--- src/rtl/ctrl_pkg.sv ---
// Shared types and encodings for the RV32I multi-cycle control unit:
// FSM states, opcodes, instruction classes and datapath select codes.
package ctrl_pkg;

    typedef enum logic [2:0] {
        ST_INIT,
        ST_FETCH,
        ST_DECODE,
        ST_EXEC,
        ST_MEM,
        ST_WB,
        ST_TRAP
    } state_t;

    localparam logic [6:0] OPC_LUI   = 7'b0110111;
    localparam logic [6:0] OPC_AUIPC = 7'b0010111;
    localparam logic [6:0] OPC_JAL   = 7'b1101111;
    localparam logic [6:0] OPC_JALR  = 7'b1100111;
    localparam logic [6:0] OPC_BR    = 7'b1100011;
    localparam logic [6:0] OPC_LD    = 7'b0000011;
    localparam logic [6:0] OPC_ST    = 7'b0100011;
    localparam logic [6:0] OPC_OPI   = 7'b0010011;
    localparam logic [6:0] OPC_OP    = 7'b0110011;

    typedef enum logic [3:0] {
        CL_LUI,
        CL_AUIPC,
        CL_JAL,
        CL_JALR,
        CL_BR,
        CL_LD,
        CL_ST,
        CL_OPI,
        CL_OP
    } iclass_t;

    localparam logic [2:0] IMM_I = 3'd0;
    localparam logic [2:0] IMM_S = 3'd1;
    localparam logic [2:0] IMM_B = 3'd2;
    localparam logic [2:0] IMM_U = 3'd3;
    localparam logic [2:0] IMM_J = 3'd4;

    localparam logic [3:0] ALU_ADD   = 4'd0;
    localparam logic [3:0] ALU_SUB   = 4'd1;
    localparam logic [3:0] ALU_SLL   = 4'd2;
    localparam logic [3:0] ALU_SLT   = 4'd3;
    localparam logic [3:0] ALU_SLTU  = 4'd4;
    localparam logic [3:0] ALU_XOR   = 4'd5;
    localparam logic [3:0] ALU_SRL   = 4'd6;
    localparam logic [3:0] ALU_SRA   = 4'd7;
    localparam logic [3:0] ALU_OR    = 4'd8;
    localparam logic [3:0] ALU_AND   = 4'd9;
    localparam logic [3:0] ALU_PASSB = 4'd10;

    localparam logic [1:0] WB_MEM = 2'd0;
    localparam logic [1:0] WB_ALU = 2'd1;
    localparam logic [1:0] WB_PC4 = 2'd2;

    typedef struct packed {
        logic    legal;
        iclass_t cls;
    } decode_t;

    // Branches with funct3 010/011 have no RV32I meaning and are rejected.
    function automatic decode_t decode_inst(input logic [6:0] opcode, input logic [2:0] funct3);
        decode_t d;
        d.legal = 1'b1;
        d.cls   = CL_OP;
        case (opcode)
            OPC_LUI:   d.cls = CL_LUI;
            OPC_AUIPC: d.cls = CL_AUIPC;
            OPC_JAL:   d.cls = CL_JAL;
            OPC_JALR:  d.cls = CL_JALR;
            OPC_BR: begin
                d.cls   = CL_BR;
                d.legal = (funct3[2:1] != 2'b01);
            end
            OPC_LD:    d.cls = CL_LD;
            OPC_ST:    d.cls = CL_ST;
            OPC_OPI:   d.cls = CL_OPI;
            OPC_OP:    d.cls = CL_OP;
            default:   d.legal = 1'b0;
        endcase
        return d;
    endfunction

endpackage

--- src/rtl/alu_dec.sv ---
// ALU operation decoder: maps instruction class and funct fields to ALUSel.
module alu_dec
    import ctrl_pkg::*;
(
    input  logic [3:0] cls,
    input  logic [2:0] funct3,
    input  logic       funct7_5,
    output logic [3:0] alu_sel
);

    logic is_arith;
    logic alt;

    assign is_arith = (cls == CL_OP) || (cls == CL_OPI);
    // Immediate forms have no SUB; only SRAI carries funct7[5] meaningfully.
    assign alt = funct7_5 && ((cls == CL_OP) || (funct3 == 3'b101));

    always_comb begin
        alu_sel = ALU_ADD;
        if (is_arith) begin
            case (funct3)
                3'b000:  alu_sel = alt ? ALU_SUB : ALU_ADD;
                3'b001:  alu_sel = ALU_SLL;
                3'b010:  alu_sel = ALU_SLT;
                3'b011:  alu_sel = ALU_SLTU;
                3'b100:  alu_sel = ALU_XOR;
                3'b101:  alu_sel = alt ? ALU_SRA : ALU_SRL;
                3'b110:  alu_sel = ALU_OR;
                default: alu_sel = ALU_AND;
            endcase
        end else if (cls == CL_LUI) begin
            alu_sel = ALU_PASSB;
        end
    end

endmodule

--- src/rtl/multicycle_ctrl.sv ---
// Multi-cycle RV32I control FSM: fetch/decode/execute/memory/writeback
// sequencing, memory handshake, illegal-opcode trap and retire counter.
module multicycle_ctrl
    import ctrl_pkg::*;
#(
    parameter int XLEN          = 32,
    parameter int RESET_PC_WAIT = 1
) (
    input  logic            clk,
    input  logic            rst,
    input  logic [31:0]     inst,
    input  logic            mem_ready,
    input  logic            br_eq,
    input  logic            br_lt,
    output logic            IRWrite,
    output logic            PCWrite,
    output logic            PCSel,
    output logic [2:0]      ImmSel,
    output logic            ASel,
    output logic            BSel,
    output logic [3:0]      ALUSel,
    output logic            BrUn,
    output logic            MemReq,
    output logic            MemRW,
    output logic [1:0]      WBSel,
    output logic            RegWEn,
    output logic            illegal,
    output logic [XLEN-1:0] instret
);

    state_t          state_reg, state_next;
    iclass_t         cls_reg, cls_next;
    logic [3:0]      wait_cnt_reg;
    logic [XLEN-1:0] instret_reg;
    logic            retire;

    logic [2:0] funct3;
    decode_t    dec;
    logic [3:0] alu_sel_dec;
    logic [2:0] imm_cls;
    logic       asel_cls;
    logic       bsel_cls;
    logic       taken;
    logic       unused_inst;

    assign funct3      = inst[14:12];
    assign dec         = decode_inst(inst[6:0], funct3);
    assign unused_inst = ^{inst[31], inst[29:15], inst[11:7]};
    assign instret     = instret_reg;

    alu_dec u_alu_dec (
        .cls      (cls_reg),
        .funct3   (funct3),
        .funct7_5 (inst[30]),
        .alu_sel  (alu_sel_dec)
    );

    always_comb begin
        imm_cls = IMM_I;
        case (cls_reg)
            CL_ST:           imm_cls = IMM_S;
            CL_BR:           imm_cls = IMM_B;
            CL_LUI, CL_AUIPC: imm_cls = IMM_U;
            CL_JAL:          imm_cls = IMM_J;
            default:         imm_cls = IMM_I;
        endcase
    end

    assign asel_cls = (cls_reg == CL_AUIPC) || (cls_reg == CL_JAL) || (cls_reg == CL_BR);
    assign bsel_cls = (cls_reg != CL_OP);
    // funct3[2] picks the less-than comparator, funct3[0] inverts the sense.
    assign taken    = funct3[2] ? (br_lt ^ funct3[0]) : (br_eq ^ funct3[0]);

    always_ff @(posedge clk or posedge rst) begin
        if (rst) begin
            state_reg    <= ST_INIT;
            cls_reg      <= CL_OP;
            wait_cnt_reg <= 4'd0;
            instret_reg  <= '0;
        end else begin
            state_reg <= state_next;
            cls_reg   <= cls_next;
            if (state_reg == ST_INIT) begin
                wait_cnt_reg <= wait_cnt_reg + 4'd1;
            end
            if (retire) begin
                instret_reg <= instret_reg + XLEN'(1);
            end
        end
    end

    always_comb begin
        state_next = state_reg;
        cls_next   = cls_reg;
        retire     = 1'b0;
        IRWrite    = 1'b0;
        PCWrite    = 1'b0;
        PCSel      = 1'b0;
        ImmSel     = 3'd0;
        ASel       = 1'b0;
        BSel       = 1'b0;
        ALUSel     = 4'd0;
        BrUn       = 1'b0;
        MemReq     = 1'b0;
        MemRW      = 1'b0;
        WBSel      = 2'd0;
        RegWEn     = 1'b0;
        illegal    = 1'b0;

        // ALU-side selects stay stable from EXEC through WB so the address
        // and result paths do not glitch during the later states.
        if (state_reg == ST_EXEC || state_reg == ST_MEM || state_reg == ST_WB) begin
            ImmSel = imm_cls;
            ASel   = asel_cls;
            BSel   = bsel_cls;
            ALUSel = alu_sel_dec;
        end

        case (state_reg)
            ST_INIT: begin
                if (wait_cnt_reg == 4'(RESET_PC_WAIT - 1)) begin
                    state_next = ST_FETCH;
                end
            end
            ST_FETCH: begin
                MemReq = 1'b1;
                if (mem_ready) begin
                    IRWrite    = 1'b1;
                    state_next = ST_DECODE;
                end
            end
            ST_DECODE: begin
                cls_next   = dec.cls;
                state_next = dec.legal ? ST_EXEC : ST_TRAP;
            end
            ST_EXEC: begin
                if (cls_reg == CL_BR) begin
                    BrUn       = funct3[1];
                    PCWrite    = 1'b1;
                    PCSel      = taken;
                    retire     = 1'b1;
                    state_next = ST_FETCH;
                end else if (cls_reg == CL_LD || cls_reg == CL_ST) begin
                    state_next = ST_MEM;
                end else begin
                    state_next = ST_WB;
                end
            end
            ST_MEM: begin
                MemReq = 1'b1;
                MemRW  = (cls_reg == CL_ST);
                if (mem_ready) begin
                    if (cls_reg == CL_ST) begin
                        PCWrite    = 1'b1;
                        retire     = 1'b1;
                        state_next = ST_FETCH;
                    end else begin
                        state_next = ST_WB;
                    end
                end
            end
            ST_WB: begin
                RegWEn = 1'b1;
                if (cls_reg == CL_LD) begin
                    WBSel = WB_MEM;
                end else if (cls_reg == CL_JAL || cls_reg == CL_JALR) begin
                    WBSel = WB_PC4;
                end else begin
                    WBSel = WB_ALU;
                end
                PCWrite    = 1'b1;
                PCSel      = (cls_reg == CL_JAL) || (cls_reg == CL_JALR);
                retire     = 1'b1;
                state_next = ST_FETCH;
            end
            ST_TRAP: begin
                illegal = 1'b1;
            end
            default: begin
                state_next = ST_INIT;
            end
        endcase
    end

endmodule

--- config.mk ---
export PLATFORM = sky130hd
export DESIGN_NAME = multicycle_ctrl
export DESIGN_NICKNAME = d
export VERILOG_FILES = /design/src/rtl/ctrl_pkg.sv /design/src/rtl/alu_dec.sv /design/src/rtl/multicycle_ctrl.sv
export SDC_FILE = /design/constraint.sdc
export NUM_CORES = 1
export LEC_CHECK = 0
export CAP_MARGIN = 20
export CORE_ASPECT_RATIO = 0.75
export CORE_UTILIZATION = 46
export CTS_CLUSTER_SIZE = 25
export DETAILED_ROUTE_END_ITERATION = 12
export GPL_ROUTABILITY_DRIVEN = 0
export PLACE_DENSITY = 0.8
export REMOVE_ABC_BUFFERS = 1
export SETUP_SLACK_MARGIN = 0.2
export SLEW_MARGIN = 25
export SYNTH_ARGS = -nofsm -noshare
export SYNTH_HDL_FRONTEND = slang
export SYNTH_SLANG_ARGS = --single-unit
--- constraint.sdc ---
create_clock -name clk -period 1.8 [get_ports clk]
set_input_delay 0.36 -clock clk [delete_from_list [all_inputs] [get_ports clk]]
set_output_delay 0.36 -clock clk [all_outputs]
set_load 0.05 [all_outputs]
* Word-level counts from Yosys, hierarchy flattened *
Index checks and enable logic that the tools add are counted.

storage, ports and cells
  RAM bits = 0
  memory bits (read-only) = 0
  bits in latches = 0
  logic and storage cells = 98
  output and inout bits = 51
  memories = 0
  flip-flop bits (word level) = 43
  input bits = 37

cells by class
  add/subtract/negate cells = 2
  equality and inequality tests = 34
  reductions and logical operators = 17
  shift-type cells = 0
  div/mod/pow operators = 0
  bitwise logic cells = 3
  multiplexer cells = 38
  order comparisons = 0
  multiply operators = 0

operator list
  cell                     number
  $add A32 B1 Y32 const B  1
  $pmux W4 S8              1
  $pmux W4 S7              1
  $eq A7 B6 Y1 const B     3
  $eq A7 B7 Y1 const B     3
  $mux W3                  7
  $pmux W3 S7              1
  $eq A3 B3 Y1 const B     6
  $mux W1                  18
  $eq A4 B3 Y1 const B     4
  $eq A7 B5 Y1 const B     2
  $eq A3 B2 Y1 const B     4
  $mux W4                  3
  $pmux W3 S4              1
  $eq A4 B2 Y1 const B     2
  $logic_not A4 Y1         2
  $logic_or A1 B1 Y1       8
  $reduce_or A8 Y1         1
  $eq A7 B2 Y1 const B     1
  $eq A3 B1 Y1 const B     2
  $logic_not A3 Y1         2
  $mux W2                  3
  $add A4 B1 Y4 const B    1
  $eq A4 B1 Y1 const B     1
  11 further kinds         16

* Depth between registers and ports, before layout *
Gate-level depths: netlist of the first run.

  depth after elaboration = 7
  depth in mapped cells = 7
  depth with buffers taken out = 6

* By module *
A second synthesis of the first run with hierarchy kept.

unflattened totals
  cells, all modules = 261
  area, all modules = 2538.7 µm²

modules (own cells, without submodules)
  module           cells an instance  instances  area each (µm²)  seq. area each (µm²)
  multicycle_ctrl  241                1          2398.6           1077.3
  alu_dec          20                 1          140.1            0.0

* Worst setup path before layout of the first run *
No wires, ideal clock.

  path kind = register to output
  start point = register state_reg[2]
  end point = output ImmSel[1]
  arrival time = 3.350 ns
  cell stages (with the launch flop) = 5
  path slack = -1.910 ns
  required time = 1.440 ns
  path through = dfrtp_1 > buf_2 > nor2_1 > mux2i_1 > a2111oi_0

on the way
  word-level cells in the longest chain between the ends = 4

ends and longest elaborated chain
  element                                       line                    source
  start: declaration                            multicycle_ctrl.sv:31   state_t state_reg, state_next;
  start signal: assignment                      multicycle_ctrl.sv:81   state_reg <= state_next;
  $eq A3 B2 Y1 or $eq A3 B3 Y1 (tied branches)  multicycle_ctrl.sv:112  if (state_reg == ST_EXEC || state_reg == ST_MEM || state_reg == ST_WB) begin
  $logic_or A1 B1 Y1                            multicycle_ctrl.sv:112
  $logic_or A1 B1 Y1 (*)                        multicycle_ctrl.sv:112
  $mux W3 (*)                                   multicycle_ctrl.sv:112
  end: declaration                              multicycle_ctrl.sv:18   output logic [2:0] ImmSel,

Every way passes the cells marked *; elsewhere a longest branch is shown, timed or not.

* Worst setup path in the final report of the first run *
  start point = register cls_reg[2]
  end point = output ALUSel[3]

on the way
  word-level cells in the longest chain between the ends = 4

ends and longest elaborated chain
  element                                         line                          source
  start: declaration                              multicycle_ctrl.sv:32         iclass_t cls_reg, cls_next;
  start signal: assignment                        multicycle_ctrl.sv:82         cls_reg <= cls_next;
  $logic_not A4 Y1, or another cell as far along  alu_dec.sv:31                 end else if (cls == CL_LUI) begin
  $mux W4 or $logic_or A1 B1 Y1 (tied branches)   alu_dec.sv:31, alu_dec.sv:14
  $mux W4 (*)                                     alu_dec.sv:20                 if (is_arith) begin
  $mux W4 (*)                                     multicycle_ctrl.sv:112
  end: declaration                                multicycle_ctrl.sv:21         output logic [3:0] ALUSel,

Marked as above.

==> impl_metrics.toml, run 1 <==
[sta]
period_share_pct = 131
drv_slew = 0
max_freq_mhz = 425
final-setup-viol-count = 47
tightest_slew_ns = 0.450
max_slew_margin_pct = 69.8
fin_worst_skew_ns = 0.0165
setup_slack_ns = -0.554
grt_setup_unrepaired = "yes"
finalHoldViolations = 0
min_period_ns = 2.35
tns_ns = -11.60

[cts]
cts.path.max_buffers = 2
root_buffer = "clkbuf_8"
cts_tree = "yes"
ctsHoldBuffers = 0
cts_buffers = 5
htree_num_levels = 2
clock_sinks = 43
clk_latency_ns = 0.30
path_clk_slew_ns = 0.08

[finish]
drive_gt1_share_pct = 52.8
final_area_mm2 = 0.00474
nets = 463
largest_reg_flops = 32
stdcell_count = 499
n_antenna_cell = 0
fill_cells = 227
area_growth_pct = 76.5

[worst_hold_path]
hp-class = "in2async"

[place]
dp_hpwl_um = 5360
place_inst = 457
pre_cts_slack_ns = -0.340
placed_cell_area_mm2 = 0.00388
port_buffers = 66

[yosys]
synth_top_area_share_pct = 39.1
synthFlopType = "dfrtp_1"
synth-seq-cells = 43
syn_area_mm2 = 0.00269
synth_area_leader_cell = "dfrtp_1"
synth.avg_cell_area_um2 = 9.69
synth_area_leaders = "dfrtp_1, xnor2_1, xor2_1, nand2_1, nor2_1"
synth_edf_count = 0
yosysSeqAreaShare_pct = 40.1
ys_async_sr_fraction_pct = 100
synthCells = 277
ys.warnings.count = 0
netlist-cell-type-count = 63

[setup_path]
critPathMaxFanout = 5
cp-start-kind = "register"
endpoint_kind = "output port"
path_class = "reg2out"
cpMostUsedCell = "a31oi_1"
cp.required_ns = 1.44
crit_slowest_cell = "dfrtp_2"
slowest_delay_ns = 0.48
critical_path_arrival_ns = 1.99
cp_cell_sequence = "and3_4 -> buf_4 -> a31oi_1 -> nor2_1 -> a31oi_1 -> nor2_2 -> buf_12"
path_delay_family = "compound AO/OA/AOI/OAI gates"
critical_path_buf_inv_count = 2

[detailed_routing]
wirelength_um = 11500
drc = 0
firstDrtPassIters = 5
ant_nets = 0
wl_per_cell_um = 23.1
viasPerCell = 6.20
drt_iter0_drc = 296
vias = 3094

[global_route]
grt-ovfl-total = 0
antenna_found_initial = 0
grt_pass1_wl_um = 14200
grt.total_usage_pct = 30.3
grt_pass1_vias = 2691
grt_max_degree = 31

[flow_run]
max_cap_violations = 0

[pwr]
leakagePower_nw = 2.28
power.total_w = 0.00524
p_per_area_mw_per_mm2 = 1110
irDropWorstVdd_uv = 1030

[run_status]
outcome = "complete, but fails checks"
violations = "setup timing"

[die]
fp.dieH_um = 68.2
pin_count = 88
die_x_um = 90.2
core_mm2 = 0.00547
rows = 23
initial_core_util_pct = 49.1
die-area_mm2 = 0.00615
==> layer usage <==
metal	track usage, %	vias up	share of wire (%)	routed length, um
met5	0	-	0	0
met4	13.9	0	3.4	397
met3	5.67	45	7.2	832
met2	51.3	223	47	5470
met1	38.4	1548	42	4830
li1	-	1278	-	-
==> area by class of cell <==
class | count | area (um^2) | area share (%)
clock buffers | 5 | 68.8 | 1.45
clock inverters | 3 | 43.8 | 0.924
inverters | 11 | 48.8 | 1.03
multi-input cells | 212 | 1850 | 39.1
flip-flops and latches | 43 | 1080 | 22.9
well taps | 75 | 93.8 | 1.98
repair buffers | 150 | 1550 | 32.6
==> worst paths after layout <==
kind	start	slack (ns)	endpoint	depth (start not counted)
max in group asynchronous	rst	0.97	instret[9]$_DFFE_PP0P_	3
min in group clk	instret[31]$_DFFE_PP0P_	0.49	instret[31]$_DFFE_PP0P_	1
setup reg to reg	cls_reg[0]$_DFFE_PP0N_	-0.32	instret[25]$_DFFE_PP0P_	9
hold / removal	rst	0.34	state_reg[0]$_DFFE_PP0P_	2
setup / recovery	cls_reg[2]$_DFFE_PP0N_	-0.55	ALUSel[3]	7
hold reg to reg	instret[31]$_DFFE_PP0P_	0.49	instret[31]$_DFFE_PP0P_	1
==> power by group <==
part | leakage (nW) | switching, W | total, W | internal, W
clock network | 0.0581 | 0.000350 | 0.000763 | 0.000413
registers | 0.568 | 0.000198 | 0.00132 | 0.00112
logic | 1.66 | 0.00171 | 0.00316 | 0.00146
total | 2.28 | 0.00226 | 0.00524 | 0.00299
==> worst register-to-register path, stage by stage (launching register included) <==
cell and delay, ns:
dfrtp_2 0.49, buf_4 0.18, nor3b_4 0.26, buf_6 0.17, o21a_4 0.15, buf_6 0.10
buf_6 0.11, o2111ai_4 0.20, nor2_2 0.19, xor2_1 0.20
==> placed cells by master (no fill, tap or decap), types with 8 or more instances in the layout <==
cell and instances:
o21ai_0 8, xor2_1 14, buf_12 22, nand2_1 21, dfrtp_1 37, clkdlybuf4s50_1 10
buf_6 27, nand3_1 9, buf_4 84, nor2_2 8, xnor2_1 20, nor2_1 12
inv_1 9
==> cell families (layout without fill, tap and decap cells) <==
family | after synthesis | in the layout | synth area share (%)
AOI/OAI and AO/OA | 42 | 42 | 12.0
xor gates and xnor gates | 38 | 38 | 12.4
adders and majority gates | 3 | 3 | 1.40
buffers and inverters | 22 | 169 | 3.96
DFF | 43 | 43 | 40.1
muxes | 5 | 5 | 1.91
and+or+nand+nor | 124 | 124 | 28.2
==> stage by stage <==
step / hold WS [ns] / utilization, %
3_3_place_gp: 0.458 / 71.1
4_1_cts: 0.344 / 79.4
6_report: 0.338 / 86.7
5_1_grt: 0.363 / 86.7
2_1_floorplan: 0.446 / -
3_5_place_dp: 0.467 / 71.1
==> cell usage after synthesis (3+ instances only) <==
| cell type | instances |
|---|---|
| nor2_1 | 25 |
| nand2b_1 | 4 |
| and3_1 | 7 |
| ha_1 | 3 |
| clkbuf_1 | 4 |
| nor3b_1 | 3 |
| o21ai_0 | 9 |
| inv_1 | 9 |
| nand4_2 | 3 |
| and4_1 | 3 |
| nand4_1 | 5 |
| nand2_1 | 25 |
| dfrtp_1 | 42 |
| nor3_2 | 3 |
| nor3_1 | 6 |
| a21oi_1 | 8 |
| xor2_1 | 14 |
| mux2i_1 | 4 |
| xnor2_1 | 24 |
| a31oi_1 | 4 |
| nor4_2 | 5 |
| buf_2 | 4 |
| nand3_1 | 15 |
==> what timing repair did <==
item / 4_1_cts / 5_1_grt
setup buffers: 13 / 21
setup endpoints to repair: 49 / 52
resized for setup: 57 / 54
pin swaps: 29 / 26
No activity file was read; power rests on OpenSTA's default activity.
==> run 2: changes to the inputs <==
- CELL_PAD_IN_SITES_DETAIL_PLACEMENT: default -> 1
- CELL_PAD_IN_SITES_GLOBAL_PLACEMENT: default -> 1
- CORE_UTILIZATION: 46 -> 35
- CTS_CLUSTER_DIAMETER: default -> 100
- HOLD_SLACK_MARGIN: default -> 0.05
- PLACE_DENSITY: 0.8 -> default
- PLACE_DENSITY_LB_ADDON: default -> 0.1
==> run 2 against run 1 <==
Effect of this change:
- the run still ends with setup timing left
- die area increased by 31%
- clock-buffer cell count grew 1
- critical path type unchanged
- worst hold slack gained 0.076 ns
- clock power grew 29%
- final area up 11%
- largest power group unchanged
- total power up 9.8%
==> impl_metrics.toml, run 2 (synthesis gave the netlist of run 1 again) <==
[cts]
htree_num_levels = 2
clk_latency_ns = 0.32
cts.path.max_buffers = 2
clock_sinks = 43
path_clk_slew_ns = 0.11
ctsHoldBuffers = 0
root_buffer = "clkbuf_8"
cts_tree = "yes"
cts_buffers = 5

[finish]
largest_reg_flops = 32
nets = 477
fill_cells = 731
drive_gt1_share_pct = 61.0
n_antenna_cell = 0
area_growth_pct = 95.1
final_common_cell = "buf_4"
layout_common_cells = "buf_4, buf_6, dfrtp_1"

[setup_path]
r2r_end = "instret[27]$_DFFE_PP0P_"
ff2ff_path_depth = 10
r2r-start = "cls_reg[2]$_DFFE_PP0N_"
critPathLaunch = "cls_reg[0]$_DFFE_PP0N_"
cp-start-kind = "register"
crit_path_end = "ALUSel[2]"
r2r_slack_ns = -0.43
critPathMaxFanout = 5
critical_path_arrival_ns = 1.88
endpoint_kind = "output port"
path_class = "reg2out"
cp.required_ns = 1.44

[sta]
setup_slack_ns = -0.439
finalHoldViolations = 0
grt_setup_unrepaired = "yes"
max_slew_margin_pct = 62.1
drv_slew = 0
final-setup-viol-count = 50
max_freq_mhz = 447
tns_ns = -13.64
tightest_slew_ns = 0.567
min_period_ns = 2.24
period_share_pct = 124
fin_worst_skew_ns = 0.0207

[global_route]
grt_pass1_wl_um = 15800
grt.total_usage_pct = 26.3
grt-ovfl-total = 0
antenna_found_initial = 0
grt_pass1_vias = 2976
grt_max_degree = 44

[detailed_routing]
firstDrtPassIters = 4
drc = 0
ant_nets = 0
vias = 3048
viasPerCell = 5.65
wirelength_um = 13800
wl_per_cell_um = 25.6
drt_iter0_drc = 149

[die]
core_mm2 = 0.00740
die-area_mm2 = 0.00803
initial_core_util_pct = 36.3
fp.dieH_um = 77.9
pin_count = 88
rows = 27
die_x_um = 103

[place]
pre_cts_slack_ns = -0.353
port_buffers = 66
dp_hpwl_um = 5920

[pwr]
seq_power_share_pct = 22.7
p_comb_share_pct = 60.2
p_int_w = 0.00329
irDropWorstVdd_uv = 990
p_per_area_mw_per_mm2 = 1100
p_sw_w = 0.00247
leakagePower_nw = 2.51
clkPwrFrac_pct = 17.1
sw_frac_of_total_pct = 42.9

[run_status]
outcome = "complete, but fails checks"
violations = "setup timing"

[worst_hold_path]
hp-class = "in2async"

[flow_run]
max_cap_violations = 0
[run 2: per-layer routing]
| metal | GRT usage, % | routed length, um | part of all wire [%] |
|---|---|---|---|
| met2 | 42.3 | 6880 | 50 |
| met4 | 10.1 | 484 | 3.5 |
| met5 | 0 | 0 | 0 |
| met1 | 33.5 | 5670 | 41 |
| met3 | 6.76 | 735 | 5.3 |
[run 2: per-stage QoR]
step | instance area (um^2) | total power (W) | utilization [%] | hold WS [ns] | instances
after floorplan | 2620 | 0.00247 | - | 0.446 | 266
after global placement | 3980 | 0.00355 | 53.8 | 0.457 | 490
after detailed placement | 3980 | 0.00359 | 53.8 | 0.460 | 490
after CTS | 4660 | 0.00491 | 63.0 | 0.439 | 516
after global routing | 5240 | 0.00594 | 70.8 | 0.436 | 539
final | 5240 | 0.00576 | 70.8 | 0.414 | 539
[run 2: repair_timing]
action,in CTS,in global routing
gates cloned,0,0
pin swaps,34,38
setup endpoints to repair,51,55
gates resized for setup,100,82
setup buffers,18,23
[run 2: worst min-delay path by stage]
stage | startpoint | endpoint | slack (ns)
2_1_floorplan | wait_cnt_reg[3]$_DFFE_PP0P_ | wait_cnt_reg[3]$_DFFE_PP0P_ | 0.45
3_3_place_gp | instret[31]$_DFFE_PP0P_ | instret[31]$_DFFE_PP0P_ | 0.46
3_5_place_dp | instret[31]$_DFFE_PP0P_ | instret[31]$_DFFE_PP0P_ | 0.46
6_report | rst | instret[18]$_DFFE_PP0P_ | 0.41
4_1_cts | rst | instret[18]$_DFFE_PP0P_ | 0.44
5_1_grt | rst | wait_cnt_reg[2]$_DFFE_PP0P_ | 0.44
[run 2: power by group through the flow]
stage	Combinational, W	Clock (W)	Sequential [W]
after CTS	0.00272	0.000931	0.00126
after global routing	0.00361	0.00101	0.00132
after floorplan	0.00101	0	0.00147
after detailed placement	0.00232	0	0.00127
final	0.00347	0.000982	0.00131
after global placement	0.00229	0	0.00126
[run 2: cell type report]
type / instances / area (um^2) / area share, %
clock buffers: 6 / 72.6 / 1.39
clock inverters: 2 / 60.1 / 1.15
inverters: 11 / 53.8 / 1.03
multi-input cells: 212 / 2120 / 40.5
flip-flops and latches: 43 / 1080 / 20.7
well taps: 101 / 126 / 2.41
repair buffers: 164 / 1720 / 32.8
[run 2: worst max-delay path, cell delays in order, from the launching register on]
cell and delay (ns):
dfrtp_2 0.52, and3_4 0.23, mux2i_1 0.06, or2_1 0.28, nor2_1 0.28, buf_12 0.18
